File: src/rtl/ex_muldiv_sequencer_pkg.sv
// Shared types and funct3 predicates for the EX-stage RV32M multiply/divide sequencer.
// Op decode is purely combinational; no state lives here.
package ex_muldiv_sequencer_pkg;

    typedef enum logic [2:0] {
        OP_MUL    = 3'd0,
        OP_MULH   = 3'd1,
        OP_MULHSU = 3'd2,
        OP_MULHU  = 3'd3,
        OP_DIV    = 3'd4,
        OP_DIVU   = 3'd5,
        OP_REM    = 3'd6,
        OP_REMU   = 3'd7
    } muldiv_op_t;

    typedef enum logic [1:0] {
        ST_IDLE = 2'd0,
        ST_BUSY = 2'd1,
        ST_DONE = 2'd2
    } muldiv_state_t;

    function automatic logic is_div(input muldiv_op_t op);
        return op[2];
    endfunction

    function automatic logic is_rem(input muldiv_op_t op);
        return (op == OP_REM) || (op == OP_REMU);
    endfunction

    function automatic logic is_signed_a(input muldiv_op_t op);
        return (op == OP_MULH) || (op == OP_MULHSU) || (op == OP_DIV) || (op == OP_REM);
    endfunction

    function automatic logic is_signed_b(input muldiv_op_t op);
        return (op == OP_MULH) || (op == OP_DIV) || (op == OP_REM);
    endfunction

endpackage

File: src/rtl/ex_muldiv_sequencer_if.sv
// EX-stage <-> mul/div engine bundle: master is the pipeline, slave is the engine.
interface ex_muldiv_sequencer_if
    import ex_muldiv_sequencer_pkg::*;
#(
    parameter int DATA_WIDTH = 32
);
    logic                  i_start;
    muldiv_op_t            i_op;
    logic [DATA_WIDTH-1:0] i_a;
    logic [DATA_WIDTH-1:0] i_b;
    logic                  i_flush;
    logic                  o_stall;
    logic                  o_done;
    logic [DATA_WIDTH-1:0] o_result;

    modport master (
        output i_start, i_op, i_a, i_b, i_flush,
        input  o_stall, o_done, o_result
    );

    modport slave (
        input  i_start, i_op, i_a, i_b, i_flush,
        output o_stall, o_done, o_result
    );
endinterface

File: src/rtl/ex_muldiv_sequencer_iter_dp.sv
// One radix-2 step: shift-add multiply or restoring trial-subtract divide on {hi, lo}.
// Purely combinational, zero latency.
module ex_muldiv_sequencer_iter_dp #(
    parameter int DATA_WIDTH = 32
) (
    input  logic                  is_div_i,
    input  logic [DATA_WIDTH-1:0] hi_i,
    input  logic [DATA_WIDTH-1:0] lo_i,
    input  logic [DATA_WIDTH-1:0] b_i,
    output logic [DATA_WIDTH-1:0] hi_o,
    output logic [DATA_WIDTH-1:0] lo_o
);
    logic [DATA_WIDTH:0] add_sum;
    logic [DATA_WIDTH:0] shifted;
    logic [DATA_WIDTH:0] diff;

    always_comb begin
        add_sum = {1'b0, hi_i} + (lo_i[0] ? {1'b0, b_i} : '0);
        shifted = {hi_i, lo_i[DATA_WIDTH-1]};
        diff    = shifted - {1'b0, b_i};
        hi_o    = '0;
        lo_o    = '0;
        if (is_div_i) begin
            // Partial remainder stays below the divisor, so diff's top bit is a true sign.
            if (!diff[DATA_WIDTH]) begin
                hi_o = diff[DATA_WIDTH-1:0];
                lo_o = {lo_i[DATA_WIDTH-2:0], 1'b1};
            end else begin
                hi_o = shifted[DATA_WIDTH-1:0];
                lo_o = {lo_i[DATA_WIDTH-2:0], 1'b0};
            end
        end else begin
            hi_o = add_sum[DATA_WIDTH:1];
            lo_o = {add_sum[0], lo_i[DATA_WIDTH-1:1]};
        end
    end
endmodule

File: src/rtl/ex_muldiv_sequencer.sv
// RV32M mul/div sequencer: stalls EX for DATA_WIDTH iterations, then pulses o_done with the result.
// Start-to-done DATA_WIDTH+1 cycles (1 for x/0 and signed overflow); i_flush aborts at any time.
module ex_muldiv_sequencer
    import ex_muldiv_sequencer_pkg::*;
#(
    parameter int DATA_WIDTH = 32
) (
    input  logic                  i_clk,
    input  logic                  i_rst_n,
    ex_muldiv_sequencer_if.slave  bus
);
    localparam int              CW       = $clog2(DATA_WIDTH + 1);
    localparam logic [CW-1:0]   CNT_LOAD = CW'(DATA_WIDTH);
    localparam logic [DATA_WIDTH-1:0] INT_MIN = {1'b1, {(DATA_WIDTH-1){1'b0}}};

    muldiv_state_t         state_q;
    logic [CW-1:0]         cnt_q;
    muldiv_op_t            op_q;
    logic                  neg_q;
    logic [DATA_WIDTH-1:0] hi_q, lo_q, b_q;
    logic                  done_q;
    logic [DATA_WIDTH-1:0] result_q;

    logic                  start_ok, a_neg, b_neg, div_zero, ovf, neg_d;
    logic [DATA_WIDTH-1:0] a_mag, b_mag, spec_res, hi_d, lo_d, rq_sel, final_res;
    logic [2*DATA_WIDTH-1:0] prod, prod_fix;

    ex_muldiv_sequencer_iter_dp #(.DATA_WIDTH(DATA_WIDTH)) u_iter_dp (
        .is_div_i (is_div(op_q)),
        .hi_i     (hi_q),
        .lo_i     (lo_q),
        .b_i      (b_q),
        .hi_o     (hi_d),
        .lo_o     (lo_d)
    );

    always_comb begin
        start_ok = (state_q == ST_IDLE) && bus.i_start && !bus.i_flush;
        a_neg    = is_signed_a(bus.i_op) && bus.i_a[DATA_WIDTH-1];
        b_neg    = is_signed_b(bus.i_op) && bus.i_b[DATA_WIDTH-1];
        a_mag    = a_neg ? -bus.i_a : bus.i_a;
        b_mag    = b_neg ? -bus.i_b : bus.i_b;
        // Remainder follows the dividend; product and quotient follow the sign product.
        neg_d    = is_rem(bus.i_op) ? a_neg : (a_neg ^ b_neg);
        div_zero = is_div(bus.i_op) && (bus.i_b == '0);
        ovf      = ((bus.i_op == OP_DIV) || (bus.i_op == OP_REM)) &&
                   (bus.i_a == INT_MIN) && (bus.i_b == '1);
        spec_res = '0;
        if (div_zero) begin
            spec_res = is_rem(bus.i_op) ? bus.i_a : '1;
        end else if (ovf) begin
            spec_res = is_rem(bus.i_op) ? '0 : INT_MIN;
        end
    end

    always_comb begin
        prod     = {hi_d, lo_d};
        prod_fix = neg_q ? -prod : prod;
        rq_sel   = is_rem(op_q) ? hi_d : lo_d;
        if (is_div(op_q)) begin
            final_res = neg_q ? -rq_sel : rq_sel;
        end else if (op_q == OP_MUL) begin
            final_res = prod_fix[DATA_WIDTH-1:0];
        end else begin
            final_res = prod_fix[2*DATA_WIDTH-1:DATA_WIDTH];
        end
    end

    always_ff @(posedge i_clk or negedge i_rst_n) begin
        if (!i_rst_n) begin
            state_q  <= ST_IDLE;
            cnt_q    <= '0;
            op_q     <= OP_MUL;
            neg_q    <= 1'b0;
            hi_q     <= '0;
            lo_q     <= '0;
            b_q      <= '0;
            done_q   <= 1'b0;
            result_q <= '0;
        end else begin
            done_q   <= 1'b0;
            result_q <= '0;
            case (state_q)
                ST_IDLE: begin
                    if (start_ok) begin
                        op_q  <= bus.i_op;
                        neg_q <= neg_d;
                        hi_q  <= '0;
                        lo_q  <= a_mag;
                        b_q   <= b_mag;
                        cnt_q <= CNT_LOAD;
                        if (div_zero || ovf) begin
                            state_q  <= ST_DONE;
                            done_q   <= 1'b1;
                            result_q <= spec_res;
                        end else begin
                            state_q <= ST_BUSY;
                        end
                    end
                end
                ST_BUSY: begin
                    if (bus.i_flush) begin
                        state_q <= ST_IDLE;
                    end else begin
                        hi_q  <= hi_d;
                        lo_q  <= lo_d;
                        cnt_q <= cnt_q - 1'b1;
                        if (cnt_q == CW'(1)) begin
                            state_q  <= ST_DONE;
                            done_q   <= 1'b1;
                            result_q <= final_res;
                        end
                    end
                end
                ST_DONE: state_q <= ST_IDLE;
                default: state_q <= ST_IDLE;
            endcase
        end
    end

    assign bus.o_stall  = !bus.i_flush &&
                          (((state_q == ST_IDLE) && bus.i_start) || (state_q == ST_BUSY));
    assign bus.o_done   = done_q;
    assign bus.o_result = result_q;
endmodule

File: src/flat_wrapper.sv
// flat-port wrapper written by rule: the top's interface ports become plain ports
module ex_muldiv_sequencer_flat import ex_muldiv_sequencer_pkg::*;
#(
    parameter int DATA_WIDTH = 32
)
  (i_clk, i_rst_n, bus_i_start, bus_i_op, bus_i_a, bus_i_b, bus_i_flush, bus_o_stall, bus_o_done, bus_o_result);
  ex_muldiv_sequencer_if #(.DATA_WIDTH(DATA_WIDTH)) bus_i ();
  input  logic i_clk;
  input  logic i_rst_n;
  input wire logic [$bits(bus_i.i_start)-1:0] bus_i_start;
  input wire logic [$bits(bus_i.i_op)-1:0] bus_i_op;
  input wire logic [$bits(bus_i.i_a)-1:0] bus_i_a;
  input wire logic [$bits(bus_i.i_b)-1:0] bus_i_b;
  input wire logic [$bits(bus_i.i_flush)-1:0] bus_i_flush;
  output wire logic [$bits(bus_i.o_stall)-1:0] bus_o_stall;
  output wire logic [$bits(bus_i.o_done)-1:0] bus_o_done;
  output wire logic [$bits(bus_i.o_result)-1:0] bus_o_result;
  assign bus_i.i_start = bus_i_start;
  assign bus_i.i_op = bus_i_op;
  assign bus_i.i_a = bus_i_a;
  assign bus_i.i_b = bus_i_b;
  assign bus_i.i_flush = bus_i_flush;
  assign bus_o_stall = bus_i.o_stall;
  assign bus_o_done = bus_i.o_done;
  assign bus_o_result = bus_i.o_result;
  ex_muldiv_sequencer #(.DATA_WIDTH(DATA_WIDTH)) u_core (.i_clk(i_clk), .i_rst_n(i_rst_n), .bus(bus_i));
endmodule
File: config.mk
export PLATFORM = sky130hd
export DESIGN_NAME = ex_muldiv_sequencer_flat
export DESIGN_NICKNAME = d
export VERILOG_FILES = /design/src/rtl/ex_muldiv_sequencer_pkg.sv /design/src/rtl/ex_muldiv_sequencer_if.sv /design/src/rtl/ex_muldiv_sequencer_iter_dp.sv /design/src/rtl/ex_muldiv_sequencer.sv /design/src/flat_wrapper.sv
export SDC_FILE = /design/constraint.sdc
export NUM_CORES = 1
export LEC_CHECK = 0
export ABC_AREA = 1
export CAP_MARGIN = 20
export CORE_MARGIN = 8
export CORE_UTILIZATION = 55
export DETAILED_ROUTE_END_ITERATION = 16
export PLACE_DENSITY_LB_ADDON = 0.08
export RECOVER_POWER = 50
export REMOVE_ABC_BUFFERS = 1
export SYNTH_ARGS = -nofsm -noshare
export SYNTH_HDL_FRONTEND = slang
export SYNTH_HIERARCHICAL = 1
export SYNTH_SLANG_ARGS = --single-unit
export TNS_END_PERCENT = 30
File: constraint.sdc
create_clock -name i_clk -period 9.2 [get_ports i_clk]
set_clock_uncertainty 0.05 [all_clocks]
set_input_delay 1.84 -clock i_clk [delete_from_list [all_inputs] [get_ports i_clk]]
set_output_delay 1.84 -clock i_clk [all_outputs]
set_load 0.02 [all_outputs]
# After elaboration in Yosys (flattened, before gate mapping)
# Index checks and enable logic that the tools add are counted.
# op_classes
n_addsub	7
n_eq_ne	14
n_mux	41
bitwise	1
n_reduce_logical	26
# op_table
operator	count
two-way mux 32 bit	22
one-hot mux 32 bit (2 select lines)	3
negation 32 bit	3
equality test 32 bit (second input constant)	2
two-way mux 64 bit	1
negation 64 bit	1
adder 32 x 33 -> 33 bit	1
subtractor 33 x 32 -> 33 bit	1
zero test 32 bit	1
equality test 3 bit (second input constant)	5
two-way mux 6 bit	2
one-hot mux 6 bit (2 select lines)	1
logical OR 1 bit	10
logical AND 1 bit	8
two-way mux 2 bit	4
equality test 6 x 1 -> 1 bit (second input constant)	1
two-way mux 1 bit	6
subtractor 6 x 1 -> 6 bit (second input constant)	1
one-hot mux 2 bit (2 select lines)	1
AND reduction 2 bit	2
equality test 3 x 1 -> 1 bit (second input constant)	1
equality test 3 x 2 -> 1 bit (second input constant)	1
zero test 3 bit	1
!= test 3 x 2 -> 1 bit (second input constant)	1
9 further kinds	9
# word_totals
reg_bits	141
input_bits	71
output_inout_bits	34

# Depth between registers and ports, before layout
# logic_depth
ltp_word	10
mapped_depth	34

# Modules after synthesis
# The synthesis kept the hierarchy.
# by_module_without_submodules
mod	n_inst	cells_per_inst	area_each_um2	seq_area_each_um2
ex_muldiv_sequencer	1	1935	11871.4	3528.4
ex_muldiv_sequencer_iter_dp	1	1304	6427.4	0.0

# Worst setup path before layout
# No wires, ideal clock.
# synth_timing
path_kind	input to output
start	input bus_i_flush
end	output bus_o_stall
arrival_time_ns	2.599
t_required_ns	7.310
path_slack_ns	4.711
cell_stages	5
n_path_buf	0
path_cell_list	inv_1 -> nand3_1 -> inv_1 -> nor2_1 -> inv_1
# synth_via
elab_chain_len	2
# synth_rtl
element	line	text
start, declared	flat_wrapper.sv:14	input wire logic [$bits(bus_i.i_flush)-1:0] bus_i_flush;
zero test 1 bit	ex_muldiv_sequencer.sv:121	assign bus.o_stall = !bus.i_flush &&
logical AND 1 bit	ex_muldiv_sequencer.sv:121	
end, declared	flat_wrapper.sv:15	output wire logic [$bits(bus_i.o_stall)-1:0] bus_o_stall;
# Every way passes these cells.

==> summary.md <==
| Metric | Value |
|---|---|
| Status | finished with violations |
| Failing checks | capacitance limit, slew limit |
| Logic pwr share | 72.0% |
| Largest family of logic cells by synthesized area | simple AND/OR/NAND/NOR gates |
| First-pass GRT wire length | 113700 microns |
| Initial antenna violation count | 1 |
| FF-to-FF Start | u_core/lo_q[31] |
| Initial DRC Count | 3056 |
| Sw Share | between 60% and 70% |
| Min setup slack post-route | about 2.6 ns |
| Crit-path max cell delay | between 2 and 3 ns |
| Startpoint types | input pin |
| CP required | between 9 and 10 ns |
| Starting density of the core | between 50% and 60% |
| Critical path origin | i_rst_n |
| Setup bufs post-CTS | 0 |
| DP HPWL | between 50000 and 60000 microns |
| Root buffer cell | clkbuf_16 |
| Row count | between 60 and 70 |
| Worst min path class | reg2reg |
| Mapped cell area | 18300 sq um |
| Final Cell Area | between 20000 and 25000 sq um |
| Flop2flop setup slack | 3.92 ns |
| Gr usage total | 37.03% |
| Synthesis-stage register bit count | 141 |
| Fmax | roughly 0.15 GHz |
| FF-to-FF End | u_core/bus.o_result[10] |
| Dominant synthesized flop cell | dfrtp_1 |
| Worst-margin pin slew | between 4 and 5 ns |
| Synth Area in Compound Gates | 14.95% |
| Max Slew Vio Count | ~140 |
| Synthesis-to-finish area growth | 9.511% |
| Total congestion overflow | 0 |
| Layout cell share with drive strength beyond 1 | 4.897% |
| Crit-path max FO | 73 |
| Most frequent cells in the layout | nand2_1 (1104), inv_1 (410), nand3_1 (336) |
| Nature of the critical path endpoint | async pin |
| Critical Path Stages | 2 |
| Simple logic cell fraction of the synthesized area | between 40% and 50% |
| Port bufs | 104 |
| Critical Path Sink | u_core/op_q[2] |
| Final worst path period need | between 6 and 7 ns |
| P_int | ~2.5 mW |
| Post-Route Setup TNS | 0 ns |
| Clock Latency Late Sink | about 0.45 ns |
| Num CTS Buffers | 17 |
| Number of global-route vias before repair | 20330 |
| Rel. slew slack | -190.0% |
| Crit path DAT | 6.59 ns |
| RSZ-0062 raised after global routing | no |
| Synth Warn # | 6 |
| CTS tree | yes |
| GPL Wtd Cong | 1.069 |
| DRT Pass-1 Iters | 6 |
| Power consumption | 6.350 mW |
| Place WS | 3.210 ns |
| Post-synthesis mux area share | 0% |
| Nets | approximately 3400 |
| Hold Vio Cnt, Final | 0 |
| Post-CTS sizing | 0 |
| Reg power frac | 16.0% |
| Synth cell types | 54 |
| Ys async rst share | 100.0% |
| Max_cap viols | 2 |
| Worst reg-to-reg path cell count | 29 |
| Syn Area/Cell | between 5 and 6 sq um |
| Clock power frac | a little under an eighth |
| Via/cell ratio | 5.979 |
| DRC | 0 |
| Cell Pwr Density | 316.9 nW/um^2 |
| Die W | 198.4 microns |
| Post-Syn Instances | ~3200 |
| Worst-path clk slew | about 0.07 ns |
| Clk sinks | 141 |
| EDFF count, synth | 0 |
| Cell chain of the critical path | clkbuf_1 > clkbuf_2 |
| Commonest non-fill, non-tap cell in the layout | nand2_1 |
| CP top delay family | buffers and inverters |
| Critical path's slowest cell | clkbuf_1 |
| Hold_buf cts | 0 |
| Total number of H-tree levels | 4 |
| Core ar. | 33110 sq um |
| Xor-xnor portion of the synthesized cell area | 2.824% |
| Critical path type | in2async |
| Wire length per cell | 19.74 microns |
| Pleak | between 10 and 15 nW |
| Die area | 39360 sq um |
| VDD IR max | between 0.1 and 0.15 mV |
| Net switching power | 3.829 mW |
| Diodes inserted | 0 |
| Final setup viols | 0 |
| Clock Tree Buf Depth | 2 |
| Io pins | between 100 and 150 |
| Routed Antenna Nets | 0 |
| Worst path bufs/invs | 2 |
| Vias | roughly 22000 |
| Die Ht | roughly 200 microns |
| Post-synthesis adder-cell area fraction | 5.074% |
| Post-DP Area | 19410 sq um |
| Post-synthesis sequential area ratio | 19.28% |
| Filler Cells Inserted | between 3000 and 4000 |
| Crit share post-route | 71.94% |
| Largest net degree at the start of global routing | 96 |
| Final Util | 60.52% |
| Post-Route WL | approximately 74000 microns |
[metrics by stage]
step           hold slack (ns)  std cells
5_1_grt                 0.4541       3736
6_report                0.4352       3736
3_5_place_dp            0.4160       3702
2_1_floorplan           0.3988       3134
3_3_place_gp            0.4121       3702
4_1_cts                 0.4347       3734
[routing by layer]
layer / share of wire, % / track usage, % / up-vias / wire [microns]
met1: 41 / 50.59 / 10201 / 30270
met2: 42 / 54.37 / 1428 / 30820
li1: - / - / 10512 / -
met4: 3.8 / 15.02 / 2 / 2823
met3: 13 / 10.32 / 196 / 9818
met5: 0.016 / 0 / - / 12
[power groups by stage]
stage / Sequential [mW] / Combinational, mW / Clock (mW)
after floorplan: 0.952 / 3.07 / 0
after global placement: 1.01 / 4.30 / 0
after detailed placement: 1.01 / 4.36 / 0
after CTS: 1.00 / 4.39 / 0.768
after global routing: 1.03 / 5.00 / 0.794
final: 1.02 / 4.57 / 0.764
[logic make-up after synthesis]
| logic type | count (synthesis) |
|---|---|
| adders and majority gates | 73 |
| buffers and inverters | 528 |
| and+or+nand+nor | 1939 |
| DFF | 141 |
| AOI/OAI and AO/OA | 499 |
| xor gates and xnor gates | 59 |
[synthesized netlist by cell type (all sizes together), types with 9 or more instances]
master	count	share of area [%]
clkbuf	57	1.5
nand4	40	1.4
a31oi	10	0.34
ha	71	4.9
nand3	346	9.8
dfrtp	141	19
nand3b	23	0.94
nand2	1144	24
o211ai	40	1.6
nor4	11	0.41
nor2	301	6.6
xor2	42	2.0
xnor2	17	0.81
o21bai	9	0.37
or2	18	0.62
o21ai	270	7.6
inv	421	8.6
nor3	49	1.4
a21oi	149	4.2
buf	47	1.9
[flip-flops by register name, summed over array words and instances, names as in the netlist]
| name | flops |
|---|---|
| u_core/op_q | 3 |
| u_core/state_q | 2 |
| u_core/bus.o_result | 32 |
| u_core/lo_q | 32 |
| u_core/neg_q | 1 |
| u_core/hi_q | 32 |
| u_core/cnt_q | 6 |
| u_core/b_q | 32 |
| u_core/bus.o_done | 1 |
[cell type report]
type                       count  area, sq um  area share, %
clock buffer                  18        429.2          2.142
inverter                     423         1588          7.923
multi-input combinational   2570        12560          62.70
clock inverter                14        193.9         0.9678
timing repair buffer         122         1167          5.825
sequential                   141         3536          17.64
tap                          448        560.5          2.797
[worst min path at each step]
| stage | slack (ns) | to | cells past startpoint | from |
|---|---|---|---|---|
| floorplan | 0.40 | u_core/lo_q[27] | 2 | u_core/lo_q[27] |
| global placement | 0.41 | u_core/lo_q[16] | 2 | u_core/lo_q[16] |
| detailed placement | 0.42 | u_core/lo_q[28] | 2 | u_core/lo_q[28] |
| CTS | 0.43 | u_core/lo_q[28] | 2 | u_core/lo_q[28] |
| global route | 0.45 | u_core/lo_q[28] | 2 | u_core/lo_q[28] |
| finish | 0.44 | u_core/lo_q[28] | 2 | u_core/lo_q[28] |
(Power assumes the default switching activity.)
